==> config.mk <==
export PLATFORM = sky130hd
export DESIGN_NAME = card_player_agent
export DESIGN_NICKNAME = d
export VERILOG_FILES = /design/src/rtl/card_player_agent.sv
export SDC_FILE = /design/constraint.sdc
export NUM_CORES = 1
export LEC_CHECK = 0
export ABC_AREA = 1
export BUFFER_PORTS_ARGS = -buffer_cell sky130_fd_sc_hd__buf_2
export CAP_MARGIN = 20
export CORE_MARGIN = 5
export CORE_UTILIZATION = 55
export DETAILED_ROUTE_END_ITERATION = 12
export PLACE_DENSITY = 0.73
export SLEW_MARGIN = 20
export SYNTH_ARGS = -nofsm -noshare
export SYNTH_HDL_FRONTEND = slang
export SYNTH_SLANG_ARGS = --single-unit
export TNS_END_PERCENT = 1
==> constraint.sdc <==
create_clock -name clock -period 3.5 [get_ports clock]
set_clock_uncertainty 0.05 [all_clocks]
set_input_delay 0.175 -clock clock [delete_from_list [all_inputs] [get_ports clock]]
set_output_delay 0.175 -clock clock [all_outputs]
set_load 0.05 [all_outputs]
==> src/rtl/card_player_agent.sv <==
// card_player_agent
//   Player side of the card-deal handshake. The player raises cardReq, takes
//   one card per transfer edge (cardReq & cardReady), and keeps a best-hand
//   total in which an Ace counts 11 whenever that does not push the hand over
//   21. The hand ends by standing at STAND_AT, busting above 21, or running
//   out of card slots at MAX_CARDS.
//
// Ports
//   clock        in   system clock, rising-edge active
//   reset        in   asynchronous active-high clear, returns to IDLE
//   new_Game     in   synchronous start/restart of a round (wins over a transfer)
//   cardReady    in   dealer presents cardValue4/color2
//   cardValue4   in   rank 1..13 (A, 2..10, J/Q/K); 0, 14, 15 are invalid
//   color2       in   suit of the presented card
//   cardReq      out  player wants a card
//   cardAck      out  one-cycle pulse in the cycle after a transfer edge
//   badCard      out  pulses together with cardAck for an invalid rank
//   totalValue5  out  best total, saturated at 31
//   cardCount3   out  valid cards in the hand
//   lastColor2   out  suit of the most recent valid card
//   finish       out  hand complete, held until new_Game or reset
//   stand        out  finished by reaching STAND_AT without busting
//   bust         out  finished with a total above 21
//
// Timing of one valid card: the transfer edge enters ADD (cardAck high),
// the next edge folds the card into the hand and enters DECIDE, and the edge
// after that either re-raises cardReq or ends the hand. An invalid card goes
// straight from ADD back to REQ.

module card_player_agent #(
  parameter int unsigned STAND_AT  = 17,
  parameter int unsigned MAX_CARDS = 5
) (
  input  logic       clock,
  input  logic       reset,
  input  logic       new_Game,
  input  logic       cardReady,
  input  logic [3:0] cardValue4,
  input  logic [1:0] color2,
  output logic       cardReq,
  output logic       cardAck,
  output logic       badCard,
  output logic [4:0] totalValue5,
  output logic [2:0] cardCount3,
  output logic [1:0] lastColor2,
  output logic       finish,
  output logic       stand,
  output logic       bust
);

  localparam logic [5:0] standAt6  = 6'(STAND_AT);
  localparam logic [2:0] maxCards3 = 3'(MAX_CARDS);

  typedef enum logic [2:0] {
    IDLE,
    REQ,
    ADD,
    DECIDE,
    DONE
  } playerState_t;

  playerState_t state;

  // Card captured on the transfer edge; the dealer may change its bus
  // afterwards, so ADD works from this copy.
  logic [3:0] latchedRank;
  logic [1:0] latchedColor;

  // Hand value with every Ace counted as 1; the soft bonus is applied on top.
  // A hand stops growing as soon as it exceeds 21, so the sum never gets
  // anywhere near the 6-bit limit.
  logic [5:0] hardSum6;
  logic       hasAce;

  function automatic logic rankValid(input logic [3:0] rank);
    return (rank != 4'd0) && (rank <= 4'd13);
  endfunction

  // Face cards count 10; Ace counts 1 here.
  function automatic logic [3:0] cardPoints(input logic [3:0] rank);
    return (rank >= 4'd10) ? 4'd10 : rank;
  endfunction

  // One Ace may be promoted to 11 as long as the hand stays at or below 21.
  function automatic logic [5:0] bestOf(input logic [5:0] hard, input logic ace);
    return (ace && (hard <= 6'd11)) ? hard + 6'd10 : hard;
  endfunction

  function automatic logic [4:0] sat31(input logic [5:0] v);
    return (v > 6'd31) ? 5'd31 : v[4:0];
  endfunction

  // Values the hand takes once the latched card is folded in.
  logic [5:0] addSum;
  logic       addAce;
  logic [5:0] bestNow;

  always_comb begin
    addSum  = hardSum6 + {2'b00, cardPoints(latchedRank)};
    addAce  = hasAce | (latchedRank == 4'd1);
    bestNow = bestOf(hardSum6, hasAce);
  end

  always_ff @(posedge clock or posedge reset) begin
    if (reset) begin
      state        <= IDLE;
      latchedRank  <= 4'd0;
      latchedColor <= 2'd0;
      hardSum6     <= 6'd0;
      hasAce       <= 1'b0;
      cardReq      <= 1'b0;
      cardAck      <= 1'b0;
      badCard      <= 1'b0;
      totalValue5  <= 5'd0;
      cardCount3   <= 3'd0;
      lastColor2   <= 2'd0;
      finish       <= 1'b0;
      stand        <= 1'b0;
      bust         <= 1'b0;
    end else if (new_Game) begin
      // Restart from any state; a card offered on this same edge is dropped.
      // lastColor2 is left alone: it reports the last valid card seen.
      state       <= REQ;
      hardSum6    <= 6'd0;
      hasAce      <= 1'b0;
      cardReq     <= 1'b1;
      cardAck     <= 1'b0;
      badCard     <= 1'b0;
      totalValue5 <= 5'd0;
      cardCount3  <= 3'd0;
      finish      <= 1'b0;
      stand       <= 1'b0;
      bust        <= 1'b0;
    end else begin
      // Acknowledge flags are single-cycle pulses.
      cardAck <= 1'b0;
      badCard <= 1'b0;

      case (state)
        IDLE: begin
          cardReq <= 1'b0;
        end

        REQ: begin
          // cardReq is high throughout REQ, so cardReady alone marks a transfer.
          if (cardReady) begin
            latchedRank  <= cardValue4;
            latchedColor <= color2;
            cardReq      <= 1'b0;
            cardAck      <= 1'b1;
            badCard      <= ~rankValid(cardValue4);
            state        <= ADD;
          end
        end

        ADD: begin
          if (!rankValid(latchedRank)) begin
            cardReq <= 1'b1;
            state   <= REQ;
          end else begin
            hardSum6    <= addSum;
            hasAce      <= addAce;
            totalValue5 <= sat31(bestOf(addSum, addAce));
            cardCount3  <= cardCount3 + 3'd1;
            lastColor2  <= latchedColor;
            state       <= DECIDE;
          end
        end

        DECIDE: begin
          if (bestNow > 6'd21) begin
            bust   <= 1'b1;
            finish <= 1'b1;
            state  <= DONE;
          end else if (cardCount3 < 3'd2) begin
            // Never stand on a single card, even a soft 11.
            cardReq <= 1'b1;
            state   <= REQ;
          end else if (bestNow >= standAt6) begin
            stand  <= 1'b1;
            finish <= 1'b1;
            state  <= DONE;
          end else if (cardCount3 == maxCards3) begin
            finish <= 1'b1;
            state  <= DONE;
          end else begin
            cardReq <= 1'b1;
            state   <= REQ;
          end
        end

        DONE: begin
          cardReq <= 1'b0;
        end

        default: begin
          state <= IDLE;
        end
      endcase
    end
  end

endmodule

# Word level (Yosys, flattened, before mapping)
# Index checks and enable logic that the tools add are counted.
dict set report word_totals {
  in_bits 10
  elab_cells 120
  ff_bits 32
  output_inout_bits 16
}
dict set report op_classes {
  eq_ne 15
  n_lt_le_gt_ge 9
  n_bitwise 3
  n_reduce_logical 23
  addsub 4
  mux 52
}
# cell n
set ops {}
lappend ops {{$mux W1} 30}
lappend ops {{$mux W6} 5}
lappend ops {{$mux W3} 9}
lappend ops {{$mux W5} 4}
lappend ops {{$add A6 B4 Y6 const B} 2}
lappend ops {{$gt A6 B5 Y1 const B} 2}
lappend ops {{$le A6 B4 Y1 const B} 2}
lappend ops {{$ne A3 B3 Y1 const B} 4}
lappend ops {{$pmux W3 S4} 1}
lappend ops {{$reduce_bool A4 Y1} 3}
lappend ops {{$reduce_bool A2 Y1} 5}
lappend ops {{$reduce_and A3 Y1} 3}
lappend ops {{$le A4 B4 Y1 const B} 2}
lappend ops {{$ne A4 B4 Y1 const B} 2}
lappend ops {{$add A6 B4 Y6} 1}
lappend ops {{$eq A3 B2 Y1 const B} 2}
lappend ops {{$eq A3 B3 Y1 const B} 2}
lappend ops {{$ge A6 B5 Y1 const B} 1}
lappend ops {{$reduce_and A2 Y1} 3}
lappend ops {{$reduce_and A6 Y1} 1}
lappend ops {{$reduce_bool A5 Y1} 1}
lappend ops {{$eq A4 B1 Y1 const B} 1}
lappend ops {{$ge A4 B4 Y1 const B} 1}
lappend ops {{$logic_and A1 B1 Y1} 4}
lappend ops {{13 further kinds} 15}

# Depth between registers and ports, before layout
# Gate-level depths: netlist of the first run.
dict set report logic_depth {
  depth_word 11
  ltp_mapped 15
  depth_no_buf 15
}

# Worst setup path after synthesis of the first run
# No wires, ideal clock.
dict set report synth_path {
  path_type {register to register}
  start {register latchedRank[2]}
  end {register totalValue5[2]}
  required_time_ps 3332
  synth_period_minus_slack_ps 2233
  t_arrival_ps 2066
  setup_ps 118
  path_stages_with_launch 14
  path_buffers 0
  setup_slack_ps 1267
  cell_sequence {dfrtp_1 nor2_1 nor2_1 or2_2 fa_1 nand3_1 nand2_1 xor2_1 nor2_1 o21ai_2 nor2_4 nand2_1 nand3_1 nand2_1}
}
dict set report synth_between {
  elab_chain_len 11
  elab_cells_between_ends 19
  cone_classes {add/sub: 2; order compare: 4; eq/ne: 1; mux: 6; bitwise: 1; reduce/logical: 5}
}
# element line_no
set synth_lines {}
lappend synth_lines {{start, declared} 66} ;# logic [3:0] latchedRank;
lappend synth_lines {{start signal, assigned} 147} ;# latchedRank <= cardValue4;
lappend synth_lines {{$ge A4 B4 Y1} 81} ;# return (rank >= 4'd10) ? 4'd10 : rank;
lappend synth_lines {{$mux W4} 81}
lappend synth_lines {{$add A6 B4 Y6} 99} ;# addSum = hardSum6 + {2'b00, cardPoints(latchedRank)};
lappend synth_lines {{$le A6 B4 Y1} 86} ;# return (ace && (hard <= 6'd11)) ? hard + 6'd10 : hard;
lappend synth_lines {{$logic_and A1 B1 Y1} 86}
lappend synth_lines {{$mux W6} 86}
lappend synth_lines {{$gt A6 B5 Y1} 90} ;# return (v > 6'd31) ? 5'd31 : v[4:0];
lappend synth_lines {{$mux W5} 90}
lappend synth_lines {{$mux W5} 157} ;# if (!rankValid(latchedRank)) begin
lappend synth_lines {{$mux W5} 139} ;# case (state)
lappend synth_lines {{$mux W5} 120} ;# end else if (new_Game) begin
lappend synth_lines {{end signal, assigned} 163} ;# totalValue5 <= sat31(bestOf(addSum, addAce));
lappend synth_lines {{end, declared} 43} ;# output logic [4:0] totalValue5,
# Parallel ways exist; a longest one is shown, timed or not. The select of a mux whose other input is x is not followed.
# A chain may end at the register's enable or synchronous reset.

# Worst setup path in the final report of the first run
dict set report layout_path {
  start {register latchedRank[2]}
  end {register totalValue5[3]}
}
# The elaborated chain is that of the path after synthesis.

==> reports/results.tsv, run 1 <==
metric	value	unit
status	finished, final reports clean	
path_clk_slew	100	ps
tns	0	ps
synth_edf_count	0	
clock_sink_count	32	
drive_above_1_share	0.207	
hold_viol	0	
cap_violations	0	
clkLatencyLatePin	330	ps
rsz0062_at_grt	false	
synthTopCellsByArea	dfrtp_1 (43%), nand2_1 (14%), ha_1 (5.4%), nand3_1 (5.4%), inv_1 (4.8%)	
path_class	reg2reg	
multi_input_area	917	um^2
worstPathMaxFanout	5	
power	0.952	mW
hold_class	in2reg	
synth_area_leader_cell	dfrtp_1	
core	3310	um^2
cts_setup_buffers	0	
area_delta_synth_final	14.2	%
yosys_warnings	0	
yosysUniqueCellTypes	36	
hold_path_depth	3	
initial_core_util	0.564	
layout.nets	294	
die_height	68.3	um
final_area	2130	um^2
port_buffers	25	
ant_nets	0	
r2r.worst_path.cells	13	
finalMaxSlewViolations	0	
powerDensity	446	nW/um^2
cts_hold_buffers	3	
critPathArrivalTime	2570	ps
h-tree-depth	2	
cts_resized	0	
grt_pass1_wl	7120	um
place_inst	311	
syn-mean-instance-area	7.72	um^2
cts_made_buffers	5	
hold_slack	18.2	ps
gp_congestion	0.893	
slew_headroom	0.443	
drtIter0Drc	85	
synth_nets	261	
dr.pass1.iters	4	
regArea	801	um^2
synth_ff_type	dfrtp_1	
hpwl	2970	um
io_pins	26	
syn_area	1870	um^2
r2r_setup_slack	1110	ps
max_freq	0.418	GHz
clockBufferDepth	2	
post-route-min-period	2390	ps
track_usage	0.205	
r2r-start	latchedRank[2]	
timing.final.crit_share	0.684	
viasPerCell	5.13	
num_vias	1651	
place_area	2040	um^2
dieArea	4660	um^2
route.detailed.drc	0	
worst_pin_slew	835	ps
leakage	1.22	nW
cp.required	3680	ps
synthArstFlopShare	1.00	
rows	21	
antenna_cells	0	
yosysTopAreaCellShare	0.429	
antenna_found_initial	0	
grt_max_degree	23	
tritoncts	built	
endpoint_kind	flop	
min_to	latchedRank[1]	
die_x	68.3	um
r2r-end	totalValue5[3]	
instances_no_fill	322	
grt_pass1_vias	1592	
grt_overflow	0	
wire_per_inst	11.9	um
ys_ff_latch	32	
hp-start	cardValue4[1]	
wirelength	3840	um
synth_cells	242	
finalSetupViolCount	0	
start_kind	flop	
yosysSeqAreaShare	0.429	
fillers	313	
ir_worst_vdd	0.283	mV
cts_root_buf	clkbuf_4	
==> power by group <==
part | leakage (nW) | internal, mW | switching, mW
Sequential | 0.428 | 0.408 | 0.0288
Combinational | 0.756 | 0.0908 | 0.205
Clock | 0.0326 | 0.0990 | 0.120
==> final cells by class <==
class / count / share of cell area
Sequential cell: 32 / 0.375
Clock buffer: 8 / 0.0276
Multi-Input combinational cell: 171 / 0.430
Tap cell: 46 / 0.0270
Inverter: 36 / 0.0639
Timing Repair Buffer: 29 / 0.0762
==> how the worst max path moves through the flow <==
stage | start | end | slack [ps] | depth (start not counted)
floorplan | latchedRank[2] | totalValue5[2] | 1270 | 13
global placement | latchedRank[2] | totalValue5[3] | 1180 | 13
finish | latchedRank[2] | totalValue5[3] | 1110 | 13
detailed placement | latchedRank[2] | totalValue5[3] | 1110 | 13
CTS | latchedRank[2] | totalValue5[3] | 1100 | 13
global route | latchedRank[1] | totalValue5[2] | 840 | 13
==> synth_stat cells (2+ instances only) <==
| cell | count |
|---|---|
| a21oi_1 | 7 |
| buf_2 | 2 |
| dfrtp_1 | 32 |
| ha_1 | 8 |
| inv_1 | 24 |
| inv_2 | 11 |
| nand2_1 | 69 |
| nand2_2 | 4 |
| nand3_1 | 20 |
| nand4_1 | 5 |
| nor2_1 | 16 |
| nor2_2 | 2 |
| nor3_1 | 3 |
| o21ai_0 | 7 |
| o21ai_1 | 7 |
| o22ai_1 | 3 |
| xnor2_1 | 2 |
| xor2_1 | 2 |
==> cell families (layout without fill, tap and decap cells) <==
kind of cell	count (synthesis)	after routing	share of synthesized area
adders and majority gates	9	9	0.0643
and+or+nand+nor	125	125	0.297
buffers and inverters	39	73	0.0804
xor gates and xnor gates	5	5	0.0275
AOI/OAI and AO/OA	32	32	0.102
DFF	32	32	0.429
==> metrics by stage <==
step,setup WS [ps],util
6_report,1110,0.644
5_1_grt,845,0.644
4_1_cts,1100,0.644
3_5_place_dp,1110,0.618
3_3_place_gp,1180,0.618
2_1_floorplan,1270,-
==> registers in the layout (all words and copies together) (netlist names), 2 cells and up <==
name,flops
latchedRank,4
latchedColor,2
lastColor2,2
cardCount3,3
hardSum6,6
state,3
totalValue5,5
==> routing by layer <==
metal	vias to the layer above	routed length [um]	GRT usage
met5	-	0	0
met4	0	0	0.0546
met3	0	220	0.0624
met2	42	1780	0.310
met1	754	1840	0.285
li1	855	-	-
==> placed cells by master (no fill, tap or decap), drive strengths merged <==
master	instances
nor2	19
nand2	74
o21ai	15
a31oi	1
a31o	1
o22ai	3
a22o	1
fa	1
a21oi	7
dfrtp	32
dlygate4sd3	3
o311ai	1
ha	8
nand4	5
clkinv	1
xor2	3
nand3	20
a22oi	1
xnor2	2
nor4	1
or2	2
clkbuf	8
o2111a	1
o211ai	1
buf	26
inv	35
nor3	4
==> worst max-delay path, stage by stage (launching register included) <==
cell	delay, ps
dfrtp_1	400
nor2_1	180
nor2_1	70
or2_2	300
fa_1	430
nand3_1	90
nand2_1	70
xor2_1	150
nor2_1	120
o21ai_2	90
nor2_4	140
nand2_1	60
nand3_1	80
nand2_1	50
(Power assumes the default switching activity.)
==> inputs of run 2 (changes only) <==
--- a/config.mk
+++ b/config.mk
@@ -5,7 +5,7 @@
 export SDC_FILE = /design/constraint.sdc
 export NUM_CORES = 1
 export LEC_CHECK = 0
-export ABC_AREA = 1
+export ABC_AREA = 0
 export BUFFER_PORTS_ARGS = -buffer_cell sky130_fd_sc_hd__buf_2
 export CAP_MARGIN = 20
 export CORE_MARGIN = 5
==> constraint.sdc (replaced) <==
create_clock -name clock -period 2.5 [get_ports clock]
set_clock_uncertainty 0.05 [all_clocks]
set_input_delay 0.125 -clock clock [delete_from_list [all_inputs] [get_ports clock]]
set_output_delay 0.125 -clock clock [all_outputs]
set_load 0.05 [all_outputs]
==> reports/results.tsv, run 2 <==
metric	value	unit	change
status	finished with violations		was finished, final reports clean
violations	negative setup slack		
hold_class	in2reg		unchanged
clockBufferDepth	2		unchanged
synth_xor_area_frac	0.0574		was 0.0275
synth_area_leader_cell	dfrtp_1		unchanged
drive_above_1_share	0.290		was 0.207
p_int	0.977	mW	was 0.598 mW
hold_viol	0		unchanged
h-tree-depth	2		unchanged
most-common-layout-cells	nand2_1 (33), dfrtp_1 (32), buf_2 (25), nor2_1 (20), buf_4 (20)		was nand2_1 (69), dfrtp_1 (32), buf_2 (25), inv_1 (24), nand3_1 (20)
num_vias	1685		was 1651
core	3280	um^2	was 3310 um^2
final_area	2330	um^2	was 2130 um^2
io_pins	26		unchanged
yosysSeqAreaShare	0.437		was 0.429
grt_overflow	0		unchanged
grt_pass1_vias	1751		was 1592
worst_slack	-111	ps	was 1110 ps
antenna_found_initial	0		unchanged
dieArea	4580	um^2	was 4660 um^2
rsz0062_at_grt	true		was false
synth_edf_count	0		unchanged
place_area	2120	um^2	was 2040 um^2
path_buf_inv	0		unchanged
start_kind	flop		unchanged
p_sw	0.525	mW	was 0.354 mW
post-synth-top-count-cell	nand2_1		unchanged
leakage	1.13	nW	was 1.22 nW
grt_pass1_wl	8160	um	was 7120 um
critPathArrivalTime	2830	ps	was 2570 ps
finalMaxSlewViolations	0		unchanged
synthTopCellsByArea	dfrtp_1 (44%), nand2_1 (7.0%), ha_1 (5.5%), nor2_1 (4.1%), xor2_1 (3.8%)		was dfrtp_1 (43%), nand2_1 (14%), ha_1 (5.4%), nand3_1 (5.4%), inv_1 (4.8%)
synth_commonest_cells	nand2_1 (34), dfrtp_1 (32), nor2_1 (20)		was nand2_1 (69), dfrtp_1 (32), inv_1 (24)
r2r.worst_path.cells	10		was 13
die_height	67.7	um	was 68.3 um
synthArstFlopShare	1.00		unchanged
gp_congestion	0.948		was 0.893
ys_ff_latch	32		unchanged
yosys-mux-area-fraction	0.0232		was 0
max_stage_delay	500	ps	was 430 ps
syn-mean-instance-area	9.16	um^2	was 7.72 um^2
switching_share	0.349		was 0.372
synthAdderAreaFrac	0.0656		was 0.0643
synth-simple-area-share	0.197		was 0.297
yosys_warnings	0		unchanged
synth_cells	200		was 242
yosysUniqueCellTypes	47		was 36
place_ws	-79.2	ps	was 1110 ps
worstPathMaxFanout	4		was 5
viasPerCell	5.65		was 5.13
wire_per_inst	15.9	um	was 11.9 um
syn_area	1830	um^2	was 1870 um^2
antenna_cells	0		unchanged
final_common_cell	nand2_1		unchanged
path_clk_slew	100	ps	about the same
port_buffers	25		unchanged
synth_top_family_by_area	simple AND/OR/NAND/NOR gates		unchanged
rows	21		unchanged
power	1.50	mW	was 0.952 mW
max_freq	0.383	GHz	was 0.418 GHz
worst_pin_slew	619	ps	was 835 ps
worst-path-stages	10		was 13
path_class	reg2reg		unchanged
clock_sink_count	32		unchanged
power_frac_comb	0.336		was 0.311
route.detailed.drc	0		unchanged
finalSetupViolCount	4		was 0
initial_core_util	0.558		was 0.564
critPathTopFamily	simple AND/OR/NAND/NOR gates		unchanged
cts_root_buf	clkbuf_4		unchanged
track_usage	0.243		was 0.205
wirelength	4730	um	was 3840 um
slew_headroom	0.583		was 0.443
cap_violations	0		unchanged
synth_nets	219		was 261
synth_compound_area_frac	0.181		was 0.102
tritoncts	built		unchanged
hold_slack	84.1	ps	was 18.2 ps
ant_nets	0		unchanged
hpwl	3370	um	was 2970 um
seqPwrFrac	0.405		was 0.459
grt_max_degree	33		was 23
area_delta_synth_final	27.3	%	was 14.2%
die_x	67.7	um	was 68.3 um
layout.nets	270		was 294
endpoint_kind	flop		unchanged
synth_ff_type	dfrtp_1		unchanged
dr.pass1.iters	4		unchanged
clkLatencyLatePin	340	ps	was 330 ps
hold_path_depth	2		was 3
ir_worst_vdd	0.555	mV	was 0.283 mV
top_regs	hardSum6 (6), totalValue5 (5), latchedRank (4)		unchanged
powerDensity	644	nW/um^2	was 446 nW/um^2
cts_made_buffers	5		unchanged
yosysTopAreaCellShare	0.437		was 0.429
final_util	0.710		was 0.644
cp_cell_sequence	o21a_1 > nor2_1 > ha_2 > fa_2 > nand3_2 > nand2_2 > xnor2_2 > or4_4 > or3_1 > a31oi_1		was nor2_1 > nor2_1 > or2_2 > fa_1 > nand3_1 > nand2_1 > xor2_1 > nor2_1 > o21ai_2 > nor2_4 > nand2_1 > nand3_1 > nand2_1
timing.final.crit_share	1.04		was 0.684
cp.required	2710	ps	was 3680 ps
clockPowerShare	0.259		was 0.230
drtIter0Drc	96		was 85
cpMaxStageDelayCell	or4_4		was fa_1
top_register	hardSum6		unchanged
largest_reg_flops	6		unchanged
post-route-min-period	2610	ps	was 2390 ps
-- run 2: cell count changes after synthesis, moves of 6 or more --
| cell | delta |
|---|---|
| nand2_1 | -35 |
| inv_2 | -11 |
| inv_1 | -16 |
| nand3_1 | -16 |
| xor2_1 | +6 |
| o21ai_1 | -7 |
-- run 2: timing repair --
action,4_1_cts,5_1_grt
setup endpoints to repair,4,8
buffers inserted,2,1
resized for setup,4,2
gates cloned,0,0
endpoints found under the hold margin,38,0
hold buffers,7,0
pin swaps,3,0
-- run 2: cell type report --
class                      instances  area (um^2)
timing repair buffer              52          345
multi-input combinational        151         1010
clock inverter                     3         42.5
tap                               46         57.6
fill                             246          952
sequential                        32          801
clock buffer                       5         37.5
inverter                           9         33.8
-- run 2: worst paths after layout --
kind / slack [ps] / from / to
setup / recovery: -110 / latchedRank[3] / totalValue5[3]
hold / removal: 80 / new_Game / cardCount3[2]
setup reg to reg: -110 / latchedRank[3] / totalValue5[3]
hold reg to reg: 450 / bust / bust
max in group asynchronous: 1740 / reset / totalValue5[4]
min in group asynchronous: 370 / reset / latchedColor[0]
-- run 2: through the flow --
stage / setup TNS [ps] / instances
final: -338 / 298
after global routing: -669 / 298
after CTS: -119 / 297
after detailed placement: -213 / 280
after global placement: 0 / 280
after floorplan: -95.7 / 200
-- run 2: power groups by stage --
stage / sequential [mW] / combinational, mW / clock (mW)
final: 0.608 / 0.505 / 0.389
after global routing: 0.616 / 0.547 / 0.420
after CTS: 0.607 / 0.488 / 0.400
after detailed placement: 0.615 / 0.451 / 0
after global placement: 0.612 / 0.429 / 0
after floorplan: 0.683 / 0.245 / 0
-- run 2: metal layers --
| layer | GRT usage | vias to the layer above | share of wire |
|---|---|---|---|
| met1 | 0.291 | 812 | 0.42 |
| met4 | 0.101 | 0 | 0.025 |
| met5 | 0 | - | 0 |
| li1 | - | 807 | - |
| met2 | 0.406 | 50 | 0.51 |
| met3 | 0.0682 | 16 | 0.046 |
-- run 2: logic make-up after synthesis --
kind of cell,after synthesis
buffers and inverters,17
adder cells (fa/ha/maj),9
AO/OA/AOI/OAI,49
XOR/XNOR,12
flip-flops,32
multiplexers,4
AND/OR/NAND/NOR,77
